## src/rtl/seq_divider_32.sv

```systemverilog
// seq_divider_32: multicycle signed divider, restoring shift-and-subtract,
// one quotient bit per clock. Operands are converted to magnitudes on accept,
// iterated unsigned, and signs are re-applied in the DONE state.
//
// Optional build macro:
//   SEQ_DIV_EARLY_EXIT_EN - when defined, an operation with a non-zero divisor
//                           and |dividend| < |divisor| bypasses RUN entirely
//                           (quotient 0, remainder = dividend). Results are
//                           identical with or without it; only latency changes.
//
// state | meaning
// ------+-----------------------------------------------------------
// IDLE  | waiting for ctrl_div; last result held on the outputs
// RUN   | WIDTH iterations of shift / trial-subtract / restore
// DONE  | apply signs, register outputs, pulse result_rdy

module seq_divider_32 #(
    parameter int WIDTH = 32
) (
    input  logic             clock,
    input  logic             reset_n,
    input  logic             ctrl_div,
    input  logic [WIDTH-1:0] dividend,
    input  logic [WIDTH-1:0] divisor,
    output logic [WIDTH-1:0] quotient,
    output logic [WIDTH-1:0] remainder,
    output logic             result_rdy,
    output logic             exception,
    output logic             busy
);

    localparam int CNT_W = $clog2(WIDTH) + 1;

    typedef enum logic [1:0] {
        S_IDLE = 2'd0,
        S_RUN  = 2'd1,
        S_DONE = 2'd2
    } state_t;

    state_t             state;
    state_t             state_nxt;

    logic [WIDTH-1:0]   rem_q;
    logic [WIDTH-1:0]   quo_q;
    logic [WIDTH:0]     dvs_mag_q;
    logic               sign_dvd_q;
    logic               sign_dvs_q;
    logic               div_zero_q;
    logic [CNT_W-1:0]   cnt_q;

    logic [WIDTH:0]     dvd_mag;
    logic [WIDTH:0]     dvs_mag;
    logic               dvs_zero;
    logic               accept;
    logic               early_exit;
    logic               skip_run;
    logic               last_iter;
    logic [WIDTH:0]     rem_shift;
    logic [WIDTH+1:0]   trial;
    logic               trial_ok;
    logic [WIDTH-1:0]   q_signed;
    logic [WIDTH-1:0]   r_signed;
    logic               unused_bits;

    // Operand magnitudes use one extra bit so that |-2^(WIDTH-1)| is representable.
    assign dvd_mag  = dividend[WIDTH-1] ? -{dividend[WIDTH-1], dividend}
                                        :  {1'b0, dividend};
    assign dvs_mag  = divisor[WIDTH-1]  ? -{divisor[WIDTH-1], divisor}
                                        :  {1'b0, divisor};
    assign dvs_zero = (divisor == '0);

    // A start in the result_rdy cycle is dropped: busy is still high there.
    assign accept   = (state == S_IDLE) && ctrl_div && !result_rdy;

`ifdef SEQ_DIV_EARLY_EXIT_EN
    assign early_exit = !dvs_zero && (dvd_mag < dvs_mag);
`else
    assign early_exit = 1'b0;
`endif

    assign skip_run  = dvs_zero || early_exit;
    assign last_iter = (cnt_q == CNT_W'(WIDTH - 1));

    // Restoring step: partial remainder is always below |divisor| <= 2^(WIDTH-1),
    // so the shifted value fits in WIDTH+1 bits and the kept difference in WIDTH.
    assign rem_shift = {rem_q, quo_q[WIDTH-1]};
    assign trial     = {1'b0, rem_shift} - {1'b0, dvs_mag_q};
    assign trial_ok  = !trial[WIDTH+1];

    // Sign application; wrap of -2^(WIDTH-1) / -1 falls out naturally.
    assign q_signed = (sign_dvd_q ^ sign_dvs_q) ? -quo_q : quo_q;
    assign r_signed = sign_dvd_q ? -rem_q : rem_q;

    assign unused_bits = ^{trial[WIDTH], dvd_mag[WIDTH]};

    // State register.
    always_ff @(posedge clock or negedge reset_n) begin
        if (!reset_n) begin
            state <= S_IDLE;
        end else begin
            state <= state_nxt;
        end
    end

    // Next-state logic.
    always_comb begin
        state_nxt = state;
        case (state)
            S_IDLE: begin
                if (accept) begin
                    state_nxt = skip_run ? S_DONE : S_RUN;
                end
            end
            S_RUN: begin
                if (last_iter) begin
                    state_nxt = S_DONE;
                end
            end
            S_DONE: begin
                state_nxt = S_IDLE;
            end
            default: begin
                state_nxt = S_IDLE;
            end
        endcase
    end

    // busy covers RUN, DONE and the result_rdy cycle that follows DONE.
    always_comb begin
        busy = 1'b0;
        if ((state == S_RUN) || (state == S_DONE) || result_rdy) begin
            busy = 1'b1;
        end
    end

    // Datapath, iteration counter and registered results.
    always_ff @(posedge clock or negedge reset_n) begin
        if (!reset_n) begin
            rem_q      <= '0;
            quo_q      <= '0;
            dvs_mag_q  <= '0;
            sign_dvd_q <= 1'b0;
            sign_dvs_q <= 1'b0;
            div_zero_q <= 1'b0;
            cnt_q      <= '0;
            quotient   <= '0;
            remainder  <= '0;
            exception  <= 1'b0;
            result_rdy <= 1'b0;
        end else begin
            result_rdy <= 1'b0;
            case (state)
                S_IDLE: begin
                    if (accept) begin
                        sign_dvd_q <= dividend[WIDTH-1];
                        sign_dvs_q <= divisor[WIDTH-1];
                        div_zero_q <= dvs_zero;
                        dvs_mag_q  <= dvs_mag;
                        cnt_q      <= '0;
                        if (skip_run) begin
                            rem_q <= dvd_mag[WIDTH-1:0];
                            quo_q <= '0;
                        end else begin
                            rem_q <= '0;
                            quo_q <= dvd_mag[WIDTH-1:0];
                        end
                    end
                end
                S_RUN: begin
                    rem_q <= trial_ok ? trial[WIDTH-1:0] : rem_shift[WIDTH-1:0];
                    quo_q <= {quo_q[WIDTH-2:0], trial_ok};
                    cnt_q <= cnt_q + 1'b1;
                end
                S_DONE: begin
                    quotient   <= q_signed;
                    remainder  <= r_signed;
                    exception  <= div_zero_q;
                    result_rdy <= 1'b1;
                end
                default: begin
                    cnt_q <= '0;
                end
            endcase
        end
    end

endmodule
```

## config.mk

```make
export PLATFORM = sky130hd
export DESIGN_NAME = seq_divider_32
export DESIGN_NICKNAME = d
export VERILOG_FILES = /design/src/rtl/seq_divider_32.sv
export SDC_FILE = /design/constraint.sdc
export NUM_CORES = 1
export LEC_CHECK = 0
export BUFFER_PORTS_ARGS = -buffer_cell sky130_fd_sc_hd__buf_2
export CAP_MARGIN = 15
export CORE_ASPECT_RATIO = 0.7
export CORE_MARGIN = 2
export CORE_UTILIZATION = 61
export DETAILED_ROUTE_END_ITERATION = 10
export PLACE_DENSITY_LB_ADDON = 0.25
export SYNTH_ARGS = -nofsm -noshare
export SYNTH_HDL_FRONTEND = slang
export SYNTH_SLANG_ARGS = --single-unit
```

## constraint.sdc

```tcl
create_clock -name clock -period 5.4 [get_ports clock]
set_input_delay 0.54 -clock clock [delete_from_list [all_inputs] [get_ports clock]]
set_output_delay 0.54 -clock clock [all_outputs]
set_load 0.05 [all_outputs]
```

After elaboration in Yosys (flattened, before gate mapping):

Cells that the tools add are included.

* add/subtract/negate cells: 6
* multipliers: 0
* div/mod/pow operators: 0
* $lt $le $gt $ge: 0
* equal/unequal tests: 5
* shifts and indexed selects: 0
* muxes and demuxes: 19
* bitwise logic cells: 2
* reduce and logical (&&, ||, !) cells: 13

Operators with widths (number)
* $mux W32: 8
* $pmux W32 S2: 2
* $neg A32 Y32: 3
* $sub A33 B33 Y34: 1
* $mux W33: 1
* $neg A33 Y33: 1
* $logic_not A32 Y1: 1
* $pmux W6 S3: 1
* $reduce_and A2 Y1: 4
* $add A6 B1 Y6 const B: 1
* $eq A6 B5 Y1 const B: 1
* $mux W2: 3
* $mux W6: 1
* $ne A2 B2 Y1 const B: 2
* $pmux W2 S2: 1
* $eq A2 B1 Y1 const B: 1
* $eq A2 B2 Y1 const B: 1
* $logic_and A1 B1 Y1: 2
* $logic_not A1 Y1: 2
* $logic_not A2 Y1: 1
* $logic_or A1 B1 Y1: 2
* $mux W1: 2
* $reduce_bool A2 Y1: 1
* $not A1 Y1: 1
* $xor A1 B1 Y1: 1

* register bits after elaboration: 174
* latch bits: 0
* RAM bits: 0
* memory bits (read-only): 0
* bits of input ports: 67
* output and inout port bits: 67
* logic and storage cells: 57
* memories: 0

Depth between registers and ports, before layout:

Gate-level depths: netlist (run 1).

* word-level depth: 5
* mapped depth: 13
* depth with buffers taken out: 12

Worst setup path after synthesis (run 1):

Ideal clock, no wire load.

* kind: in2reg
* start point: in divisor[14]
* end point: reg quo_q[6]
* setup time: 0.137 ns
* arrival: 2.744 ns
* data required time: 5.263 ns
* path slack: 2.520 ns
* cell stages on the path: 8
* path buffers: 1
* cells stage by stage: or4_1 > or2_1 > or4_4 > or3_4 > buf_2 > and3_1 > a21oi_1 > a21oi_1

* cells in the longest elaborated chain, start to end: 4

RTL lines
* start, declared: line 24 `input logic [WIDTH-1:0] divisor,`
* $logic_not A32 Y1: line 70 `assign dvs_zero = (divisor == '0);`
* $mux W32: line 160 `if (skip_run) begin`
* $mux W32: line 154 `if (accept) begin`
* $pmux W32 S2: line 152 `case (state)`
* end signal, assigned: line 165 `quo_q <= dvd_mag[WIDTH-1:0];`
* end signal, assigned: line 171 `quo_q <= {quo_q[WIDTH-2:0], trial_ok};`
* end, declared: line 44 `logic [WIDTH-1:0] quo_q;`

Every way passes these cells. The select of a mux whose other input is x is not followed.
A chain may end at the register's enable or synchronous reset.

Final worst setup path (run 1):

* start point: reg rem_q[13]
* end point: reg rem_q[22]

* cells in the longest elaborated chain, start to end: 3

RTL lines
* start, declared: line 43 `logic [WIDTH-1:0] rem_q;`
* start signal, assigned: line 161 `rem_q <= dvd_mag[WIDTH-1:0];`
* start signal, assigned: line 170 `rem_q <= trial_ok ? trial[WIDTH-1:0] : rem_shift[WIDTH-1:0];`
* $sub A33 B33 Y34: line 87 `assign trial = {1'b0, rem_shift} - {1'b0, dvs_mag_q};`
* $mux W32: line 170
* $pmux W32 S2: line 152

Every way passes these cells.

==> results of run 1 <==
==> layout make-up <==
type,instances,area [um^2],share of cell area [%]
inverters,59,221,1.69
flip-flops and latches,174,4350,33.3
clock inverters,15,166,1.27
repair buffers,148,785,6.00
clock buffers,17,425,3.25
well taps,242,303,2.32
multi-input cells,1090,6820,52.2
==> synthesized netlist by cell type (all sizes together), types with 12 or more instances <==
| library cell | count | area share, % |
|---|---|---|
| nor2 | 178 | 5.9 |
| dfrtp | 174 | 37 |
| a21oi | 171 | 7.4 |
| nand2 | 124 | 4.0 |
| o21ai | 111 | 4.8 |
| xor2 | 77 | 5.8 |
| clkbuf | 67 | 2.2 |
| xnor2 | 62 | 4.7 |
| inv | 59 | 1.9 |
| ha | 41 | 4.4 |
| o31ai | 29 | 1.9 |
| a221oi | 25 | 1.9 |
| nand3 | 21 | 0.90 |
| nor3 | 21 | 0.90 |
| o21a | 21 | 1.4 |
| or4 | 21 | 1.4 |
| mux2i | 18 | 1.5 |
| o41ai | 18 | 1.5 |
| a31oi | 13 | 0.70 |
| nand2b | 13 | 0.70 |
| buf | 12 | 0.54 |
==> worst max-delay path, cell delays in order (launching register included) <==
cell      delay, ns
dfrtp_1        0.50
ha_1           0.44
a21oi_1        0.30
o211ai_1       0.16
a21boi_0       0.33
o22ai_1        0.19
a211oi_4       0.76
buf_4          0.35
nor2_1         0.11
a221oi_1       0.33
a21oi_1        0.10
==> routing by layer <==
layer	part of all wire, %	vias to the layer above	track usage (%)
li1	-	5166	-
met1	47	5016	52.4
met2	39	551	44.0
met3	11	59	8.25
met4	2.8	0	11.5
met5	0	-	0
==> flip-flops by register name, indices dropped and copies added (netlist names) <==
register / flops
cnt_q: 6
div_zero_q: 1
dvs_mag_q: 33
exception: 1
quo_q: 32
quotient: 32
rem_q: 32
remainder: 32
result_rdy: 1
sign_dvd_q: 1
sign_dvs_q: 1
state: 2
==> worst max path at each step <==
stage | start | to | slack, ns | cells past startpoint
6_report | rem_q[13] | rem_q[22] | 1.70 | 10
2_1_floorplan | divisor[14] | quo_q[6] | 2.52 | 8
4_1_cts | rem_q[13] | rem_q[22] | 1.80 | 10
5_1_grt | rem_q[17] | rem_q[22] | 1.56 | 10
3_3_place_gp | rem_q[13] | rem_q[22] | 1.92 | 10
3_5_place_dp | rem_q[13] | rem_q[22] | 1.82 | 10
==> per-stage QoR <==
stage / setup WS [ns] / hold WS (ns) / utilization [%]
5_1_grt: 1.56 / 0.248 / 69.5
3_5_place_dp: 1.82 / 0.472 / 66.3
6_report: 1.70 / 0.171 / 69.5
4_1_cts: 1.80 / 0.215 / 69.5
2_1_floorplan: 2.52 / 0.244 / -
3_3_place_gp: 1.92 / 0.461 / 66.3
==> kinds of logic (layout without fill, tap and decap cells) <==
logic type | Yosys count | count (layout) | share of synthesized area (%)
and+or+nand+nor | 445 | 445 | 17.9
xor gates and xnor gates | 139 | 139 | 10.4
buffers and inverters | 138 | 239 | 4.59
DFF | 174 | 174 | 37.4
adders and majority gates | 42 | 42 | 4.57
muxes | 22 | 22 | 1.93
AOI/OAI and AO/OA | 442 | 442 | 23.2
==> key figures, run 1 <==
STA
  • RSZ-0062 raised after global routing: no
  • Max Fclk: 0.270 GHz
  • Setup TNS: 0 ns
  • Final Setup Violations: 0
  • Final Critical Period: 3.70 ns
  • Worst Skew: 0.0121 ns
  • Actual slew at the worst max-slew pin: 1.05 ns
  • Period utilization: 68.6%
  • Slew Viols, Final: 0
  • Max_slew headroom: 29.9%
  • Fin. Hold Viols: 0

Routing
  • Detailed-route via count: 10800
  • Initial drt markers: 1369
  • DRT Wirelength: 32900 um
  • Detail Route Antenna Nets: 0
  • Drt pass-1 iters: 5
  • Drt drc: 0
  • Vias/cell: 6.18
  • Drt wl/cell: 18.9 um

Finish
  • Layout fillers: 1565
  • Layout cells sized above 1: 14.0%
  • ANT cells: 0
  • Fin area: 0.0131 mm^2
  • Non-Filler Instances: 1745
  • Layout area overhead: 12.2%
  • Fin nets: 1599
  • Most frequent cells in the layout: nor2_1, dfrtp_1, a21oi_1
  • Leading cell type in the layout, fill and taps excluded: nor2_1

Clock network
  • CTS Buffer Depth: 2
  • Post-CTS Setup Bufs: 0
  • Clock root buffer: clkbuf_16
  • CTS sink count: 174
  • CTS tree: yes
  • Clock Pin Slew Worst Setup and Hold Paths: 0.07 ns
  • Worst-Skew Late Latency: 0.44 ns
  • Num CTS Buffers: 17
  • Number of H-tree levels: 4
  • Post-CTS Hold Fix Bufs: 0
  • Post-CTS resize count: 0

Logic synthesis
  • Avg Inst Size Synth: 8.31 um^2
  • Yosys Warn Count: 0
  • Post-synthesis sequential area ratio: 37.4%
  • Post-synth EDFFs: 0
  • Mapped Cells: 1402
  • Ys async rst share: 100%
  • Yosys reg bits: 174
  • Synth cell types: 68
  • Syn Nets: 1511
  • Synth Cell Area: 0.0117 mm^2
  • Most used DFF post-synth: dfrtp_1

Status
  • Status: finished clean

Setup path
  • Reg2reg start: rem_q[13]
  • Startpoint class of the critical path: register
  • Reg-to-Reg End: rem_q[22]
  • Crit Path Max Fanout: 20
  • Crit end category: register
  • WP data arrival: 4.03 ns
  • Worst reg2reg setup slack: 1.70 ns
  • Critical path type: register to register
  • Critical Path RT: 5.73 ns
  • Register-to-Register Path Depth: 10

Global route
  • Vias in the first global route: 9667
  • Largest net degree at the start of global routing: 98
  • GRT Total Usage: 33.3%
  • GRT Residual Overflow: 0
  • Antenna violations before repair: 0
  • First-pass GRT wire length: 52600 um

Placement
  • Hpwl dp: 24800 um
  • Port bufs: 133
  • Placed cell count: 1713
  • Gpl congestion: 1.05
  • Placed inst area: 0.0125 mm^2

Floorplan
  • Num ports: 134
  • Starting density of the core: 62.0%
  • Core box area: 0.0188 mm^2
  • Total die area: 0.0202 mm^2
  • Die Width: 169 um
  • FP Rows: 42
  • Die extent in y: 120 um

Flow run
  • Max_cap viols: 0

Hold path
  • Hold Crit Class: input pin to asynchronous set/reset pin
Power of run 1 is left out: the tool's default activity adds up to more than one toggle a clock period on the data nets, which glitch-free logic cannot reach.
==> run 2, diff against run 1 <==
--- a/config.mk
+++ b/config.mk
@@ -5,6 +5,7 @@
 export SDC_FILE = /design/constraint.sdc
 export NUM_CORES = 1
 export LEC_CHECK = 0
+export ABC_AREA = 1
 export BUFFER_PORTS_ARGS = -buffer_cell sky130_fd_sc_hd__buf_2
 export CAP_MARGIN = 15
 export CORE_ASPECT_RATIO = 0.7
==> constraint.sdc (replaced) <==
create_clock -name clock -period 3.72 [get_ports clock]
set_input_delay 0.372 -clock clock [delete_from_list [all_inputs] [get_ports clock]]
set_output_delay 0.372 -clock clock [all_outputs]
set_load 0.05 [all_outputs]
==> run 2 against run 1 <==
  * Setup slack got worse by 0.73 ns
  * Clock skew barely moved
  * Final area rose by 14%
  * Cell count up 40%
  * Largest cell class unchanged
  * Non-clock buffer count up 2
  * Register-to-register slack worse by 0.73 ns
  * Core utilization shrank 0.79 points
  * Via count rose by 29%
  * Sequential share of layout area decreased by 4.1 points
  * Flip-flop and latch count stayed put
  * Global-route usage rose by 3.6 points
  * Synthesized cell count up 46%
  * Critical endpoint is now remainder[24]
==> key figures, run 2 <==
Clock network
  • Worst-Skew Late Latency: 0.45 ns (about the same)
  • Number of H-tree levels: 4 (unchanged)
  • Post-CTS resize count: 0 (unchanged)
  • Clock Pin Slew Worst Setup and Hold Paths: 0.07 ns (about the same)
  • CTS tree: yes
  • Clock root buffer: clkbuf_16
  • CTS Buffer Depth: 2 (unchanged)
  • CTS sink count: 174 (unchanged)
  • Num CTS Buffers: 17 (unchanged)

STA
  • Actual slew at the worst max-slew pin: 0.834 ns (-0.217 ns)
  • Final Critical Period: 2.75 ns (-0.953 ns)
  • Setup TNS: 0 ns (unchanged)
  • Fin. Hold Viols: 0 (unchanged)
  • Period utilization: 74.0% (+5.4 points)
  • Max_slew headroom: 43.8% (+14 points)
  • Worst Skew: 0.0121 ns (+0.0000117 ns)
  • RSZ-0062 raised after global routing: no
  • Max Fclk: 0.363 GHz (+35%)
  • Slew Viols, Final: 0 (unchanged)
  • PnR worst setup slack: 0.969 ns (-0.727 ns)
  • Final Setup Violations: 0 (unchanged)

Finish
  • Largest Register: dvs_mag_q
  • Layout cells sized above 1: 12.0% (-2.0 points)
  • Largest register FFs: 33 (unchanged)
  • Leading cell type in the layout, fill and taps excluded: nand2_1
  • Fin nets: 2252 (+41%)
  • Layout area overhead: 10.4%
  • Most frequent cells in the layout: nand2_1, inv_1, nor2_1

Floorplan
  • Starting density of the core: 62.3% (+0.30 points)
  • Die extent in y: 129 um (+7.5%)
  • Core box area: 0.0217 mm^2 (+16%)
  • Total die area: 0.0234 mm^2 (+16%)
  • Die Width: 182 um (+7.6%)
  • FP Rows: 45 (+7.1%)
  • Num ports: 134 (unchanged)

Setup path
  • Slowest-stage cell, CP: dfrtp_1
  • CP max stage delay: 0.45 ns (-0.31 ns)
  • Critical Path RT: 4.04 ns (-1.69 ns)
  • Crit end category: register
  • Critical path type: register to register
  • Crit path cell chain: inv_1 > ha_1 > nand3_1 > nor2_1 > nand3_1 > nor2_1 > nand3_1 > o21ai_1 > xor2_1 > o21ai_1
  • WP data arrival: 3.07 ns (-0.96 ns)
  • Cell repeated most along the worst path: nand3_1
  • Crit Path Max Fanout: 4 (-80%)
  • Critical Path Source: rem_q[0]
  • Reg2reg start: rem_q[0]
  • Startpoint class of the critical path: register

Logic synthesis
  • Yosys Warn Count: 0 (unchanged)
  • Syn Nets: 2151 (+42%)
  • Ys async rst share: 100% (unchanged)
  • Most used DFF post-synth: dfrtp_1
  • Avg Inst Size Synth: 6.63 um^2 (-20%)
  • Synth Cell Area: 0.0135 mm^2 (+16%)
  • Post-synth EDFFs: 0 (unchanged)
  • Mapped Cells: 2042 (+46%)
  • Top post-synthesis cells by area: dfrtp_1, nand2_1, inv_1, nand3_1, nor2_1
  • Post-synthesis sequential area ratio: 32.2% (-5.2 points)
  • Synth cell types: 51 (-25%)
  • Yosys reg bits: 174 (unchanged)
  • Top cells by count, synth: nand2_1, inv_1, nor2_1
  • Count leader, synth: nand2_1
  • Largest area contributor in the netlist: dfrtp_1
  • Synth top area share: 32.2% (-5.2 points)

Global route
  • GRT Total Usage: 37.0% (+3.6 points)
  • GRT Residual Overflow: 0 (unchanged)
  • Antenna violations before repair: 1 (+1)
  • Largest net degree at the start of global routing: 81 (-17%)
  • First-pass GRT wire length: 66900 um (+27%)
  • Vias in the first global route: 12200 (+26%)

Status
  • Status: finished clean

Routing
  • DRT Wirelength: 43000 um (+31%)
  • Initial drt markers: 1601 (+17%)
  • Drt pass-1 iters: 6 (+1)
  • Drt wl/cell: 17.6 um (-6.6%)
  • Drt drc: 0 (unchanged)
  • Detailed-route via count: 13900 (+29%)
  • Vias/cell: 5.69 (-8.0%)
  • Detail Route Antenna Nets: 0 (unchanged)

Placement
  • Post-Place Worst Slack: 1.02 ns (-0.799 ns)
  • Hpwl dp: 33700 um (+36%)
  • Port bufs: 133 (unchanged)
  • Gpl congestion: 0.985 (-6.3%)

Flow run
  • Max_cap viols: 0 (unchanged)

Hold path
  • Hold Crit Class: input pin to register
  • Hold_sp: divisor[25]
run 2: changes by cell type in the layout (fill, tap and decap cells not counted), moves of 16 or more:
cell,before,now
xnor2_1,62,30
o31ai_1,28,5
a221oi_1,25,0
o41ai_1,16,0
nand4_1,8,30
a22oi_1,3,20
or4_1,19,0
mux2i_1,18,0
nor2_1,176,220
inv_1,59,278
a21oi_1,170,107
nand3_1,21,165
o21a_1,21,3
nand2_1,123,573
run 2: final cells by class:
type | instances | area (um^2)
timing repair buffer | 150 | 827
antenna | 2 | 5.00
clock inverter | 11 | 110
fill | 1955 | 6800
multi-input combinational | 1510 | 7730
sequential | 174 | 4350
inverter | 290 | 1090
tap | 282 | 353
clock buffer | 20 | 457
run 2: final timing paths:
kind,end,slack [ns],cells after the start
max,remainder[24],0.97,10
min,dvs_mag_q[25],0.23,4
max reg2reg,remainder[24],0.97,10
min reg2reg,exception,0.48,2
max in group asynchronous,state[1],2.28,3
min in group asynchronous,dvs_mag_q[4],0.47,2
run 2: stage by stage:
stage	instances	util, %	instance area (um^2)	hold WS (ns)
2_1_floorplan	2042	-	13500	0.0764
3_3_place_gp	2405	66.0	14300	0.389
3_5_place_dp	2405	66.0	14300	0.383
4_1_cts	2437	68.7	14900	0.219
5_1_grt	2437	68.7	14900	0.243
6_report	2439	68.7	14900	0.228
run 2: critical path, delay by kind of cell, from the launching register on:
family	cells	cell delay, ns
compound gates	2	0.29
xor+xnor	1	0.39
fa+ha+maj	1	0.22
simple gates	5	1.02
flops	1	0.45
buf+inv	1	0.24
run 2: cells by family after synthesis:
| group | synth area share (%) |
|---|---|
| compound gates | 12.7 |
| xor+xnor | 6.09 |
| fa+ha+maj | 3.94 |
| buf+inv | 10.8 |
| flops | 32.2 |
| simple gates | 34.4 |
run 2: layer usage:
layer / share of wire (%) / up-vias / wire length [um] / GRT usage [%]
met5: 0 / - / 0 / 0
met2: 41 / 684 / 17500 / 52.4
met1: 47 / 6397 / 20000 / 55.6
met3: 11 / 59 / 4810 / 10.6
li1: - / 6732 / - / -
met4: 1.6 / 0 / 688 / 8.82
run 2: timing repair:
action,CTS,global route
hold buffers,1,0
setup buffers,0,0
hold endpoints to repair,53,0
Power of run 2 is left out for the same reason.
==> run 3, diff against run 2 <==
--- a/config.mk
+++ b/config.mk
@@ -10,7 +10,7 @@
 export CAP_MARGIN = 15
 export CORE_ASPECT_RATIO = 0.7
 export CORE_MARGIN = 2
-export CORE_UTILIZATION = 61
+export CORE_UTILIZATION = 55
 export DETAILED_ROUTE_END_ITERATION = 10
 export PLACE_DENSITY_LB_ADDON = 0.25
 export SYNTH_ARGS = -nofsm -noshare
==> constraint.sdc (replaced) <==
create_clock -name clock -period 2.3 [get_ports clock]
set_input_delay 0.23 -clock clock [delete_from_list [all_inputs] [get_ports clock]]
set_output_delay 0.23 -clock clock [all_outputs]
set_load 0.05 [all_outputs]
==> run 3 against run 2 <==
  * Setup slack worse by 0.90 ns
  * Via count increased by 3.1%
  * Clock skew grew 0.00079 ns
  * Hold slack got worse by 0.15 ns
  * Sequential share of layout area shrank 2.1 points
  * Critical endpoint is now rem_q[5]
==> key figures, run 3 (synthesis gave the netlist of run 2 again) <==
Status
  • Status: finished clean

Routing
  • DRT Wirelength: 44500 um (+3.6%)
  • Detail Route Antenna Nets: 0 (unchanged)
  • Vias/cell: 5.57 (-2.0%)
  • Initial drt markers: 1619 (+1.1%)
  • Drt drc: 0 (unchanged)
  • Drt pass-1 iters: 8 (+2)
  • Detailed-route via count: 14300 (+3.1%)
  • Drt wl/cell: 17.4 um (-1.5%)

Setup path
  • Critical path type: register to register
  • Crit Path Max Fanout: 20 (+16)
  • WP data arrival: 2.59 ns (-0.48 ns)
  • End of the critical path: rem_q[5]
  • Reg2reg start: rem_q[17]
  • CP max stage delay: 0.42 ns (-0.03 ns)
  • Register-to-Register Path Depth: 13 (+3)
  • Worst reg2reg setup slack: 0.07 ns (-0.90 ns)
  • Cell repeated most along the worst path: nand2_1
  • Critical Path Source: rem_q[17]
  • Crit end category: register
  • Startpoint class of the critical path: register
  • Reg-to-Reg End: rem_q[5]
  • Critical Path RT: 2.66 ns (-1.38 ns)
  • Crit path cell chain: ha_1 > nand2_1 > nand2_1 > nand2_1 > nand2_1 > a21oi_4 > nor2_2 > nor2_4 > nand2_2 > buf_8 > nand2_1 > nand3_1 > a21oi_2
  • Slowest-stage cell, CP: dfrtp_1

Floorplan
  • Die extent in y: 135 um (+5.1%)
  • Die Width: 191 um (+5.2%)
  • FP Rows: 47 (+4.4%)
  • Starting density of the core: 56.7% (-5.6 points)
  • Total die area: 0.0259 mm^2 (+11%)
  • Num ports: 134 (unchanged)
  • Core box area: 0.0239 mm^2 (+9.9%)

Finish
  • Layout area overhead: 18.8%
  • Fin area: 0.0161 mm^2 (+7.7%)
  • Most frequent cells in the layout: nand2_1, inv_1, nor2_1
  • Largest Register: dvs_mag_q
  • Non-Filler Instances: 2566 (+5.2%)
  • Layout cells sized above 1: 18.1% (+6.2 points)
  • ANT cells: 0 (-2)
  • Leading cell type in the layout, fill and taps excluded: nand2_1
  • Largest register FFs: 33 (unchanged)
  • Fin nets: 2344 (+4.1%)

Clock network
  • CTS sink count: 174 (unchanged)
  • Worst-Skew Late Latency: 0.45 ns (about the same)
  • CTS tree: yes
  • CTS Buffer Depth: 2 (unchanged)
  • Clock Pin Slew Worst Setup and Hold Paths: 0.07 ns (about the same)
  • Clock root buffer: clkbuf_16
  • Num CTS Buffers: 17 (unchanged)
  • Number of H-tree levels: 4 (unchanged)

STA
  • Final Critical Period: 2.23 ns (-0.520 ns)
  • Slew Viols, Final: 0 (unchanged)
  • RSZ-0062 raised after global routing: yes
  • Fin. Hold Viols: 0 (unchanged)
  • PnR worst setup slack: 0.0686 ns (-0.900 ns)
  • Final Setup Violations: 0 (unchanged)
  • Actual slew at the worst max-slew pin: 0.745 ns (-0.0884 ns)
  • Setup TNS: 0 ns (unchanged)
  • Max Fclk: 0.448 GHz (+23%)
  • Period utilization: 97.0% (+23 points)
  • Max_slew headroom: 49.9% (+6.1 points)
  • Worst Skew: 0.0129 ns (+0.000794 ns)

Placement
  • Placed cell count: 2525 (+5.0%)
  • Gpl congestion: 1.01 (+2.2%)
  • Port bufs: 133 (unchanged)
  • Hpwl dp: 34400 um (+2.2%)
  • Post-Place Worst Slack: -0.117 ns (-1.14 ns)
  • Placed inst area: 0.0151 mm^2 (+5.3%)

Power and ir drop
  • PwrDens: 1860 mW/mm^2
  • Worst IR Drop VDD: 1.27 mV
  • Leak: 8.36 nW

Hold path
  • Hold Crit Class: input pin to register

Global route
  • Vias in the first global route: 12900 (+5.9%)
  • Antenna violations before repair: 1 (unchanged)
  • GR Layer Usage met2: 48.3% (-4.1 points)
  • Grt peak-use layer: met1
  • GRT Residual Overflow: 0 (unchanged)
  • Largest net degree at the start of global routing: 70 (-14%)
  • Met3 usage: 8.81% (-1.8 points)
  • GR Layer Usage met1: 53.6% (-2.0 points)
  • GRT Total Usage: 34.9% (-2.0 points)
  • First-pass GRT wire length: 70000 um (+4.7%)

Flow run
  • Max_cap viols: 0 (unchanged)
==> run 3: cell count changes in the layout (fill, tap and decap cells not counted), sizes merged <==
cell,previous run,this run
bufinv,1,4
clkinvlp,5,2
buf,149,240
diode,2,0
clkinv,3,4
inv,292,293
==> run 3: what timing repair did <==
action / in CTS / in global routing
resized for setup: 5 / 61
gates cloned: 0 / 1
hold buffers: 1 / 0
buffers inserted: 0 / 7
pin swaps: 0 / 7
endpoints found under the setup margin: 7 / 46
endpoints found under the hold margin: 47 / 0
==> run 3: metal layers <==
layer	part of all wire [%]	vias up
met5	0	-
met4	1.8	0
met3	11	64
met2	40	729
met1	47	6586
li1	-	6922
==> run 3: critical path, delay by kind of cell (launching register included) <==
family          cells  cell delay, ns
compound gates      2            0.36
simple gates        9            0.81
buf+inv             1            0.18
fa+ha+maj           1            0.37
flops               1            0.42
==> run 3: where the power goes <==
part | internal, mW | switching [mW] | leakage [nW] | total, mW
Sequential | 4.56 | 1.20 | 2.10 | 5.77
Clock | 1.86 | 1.35 | 0.305 | 3.21
Combinational | 7.23 | 13.6 | 5.96 | 20.9
Total | 13.7 | 16.2 | 8.36 | 29.8
==> run 3: how the worst min path moves through the flow <==
stage,start,endpoint,slack (ns),depth (start not counted)
global route,divisor[29],dvs_mag_q[29],0.10,4
detailed placement,reset_n,dvs_mag_q[6],0.21,1
CTS,divisor[25],dvs_mag_q[25],0.07,4
finish,divisor[25],dvs_mag_q[25],0.08,4
floorplan,reset_n,cnt_q[0],-0.07,0
global placement,reset_n,dvs_mag_q[5],0.20,1
==> run 3: final cells by class <==
type / instances / area, um^2
multi-input combinational: 1510 / 7970
inverter: 290 / 1090
clock inverter: 13 / 185
sequential: 174 / 4360
tap: 318 / 398
clock buffer: 19 / 443
fill: 2166 / 7800
timing repair buffer: 242 / 1640
==> run 3: metrics by stage <==
| stage | util [%] | total power, mW | hold WS [ns] |
|---|---|---|---|
| 2_1_floorplan | - | 19.2 | -0.0656 |
| 3_3_place_gp | 63.3 | 24.8 | 0.201 |
| 3_5_place_dp | 63.3 | 25.2 | 0.205 |
| 4_1_cts | 66.0 | 28.6 | 0.0655 |
| 5_1_grt | 67.3 | 32.2 | 0.104 |
| 6_report | 67.3 | 29.8 | 0.0814 |
No activity file was read; power rests on OpenSTA's default activity.
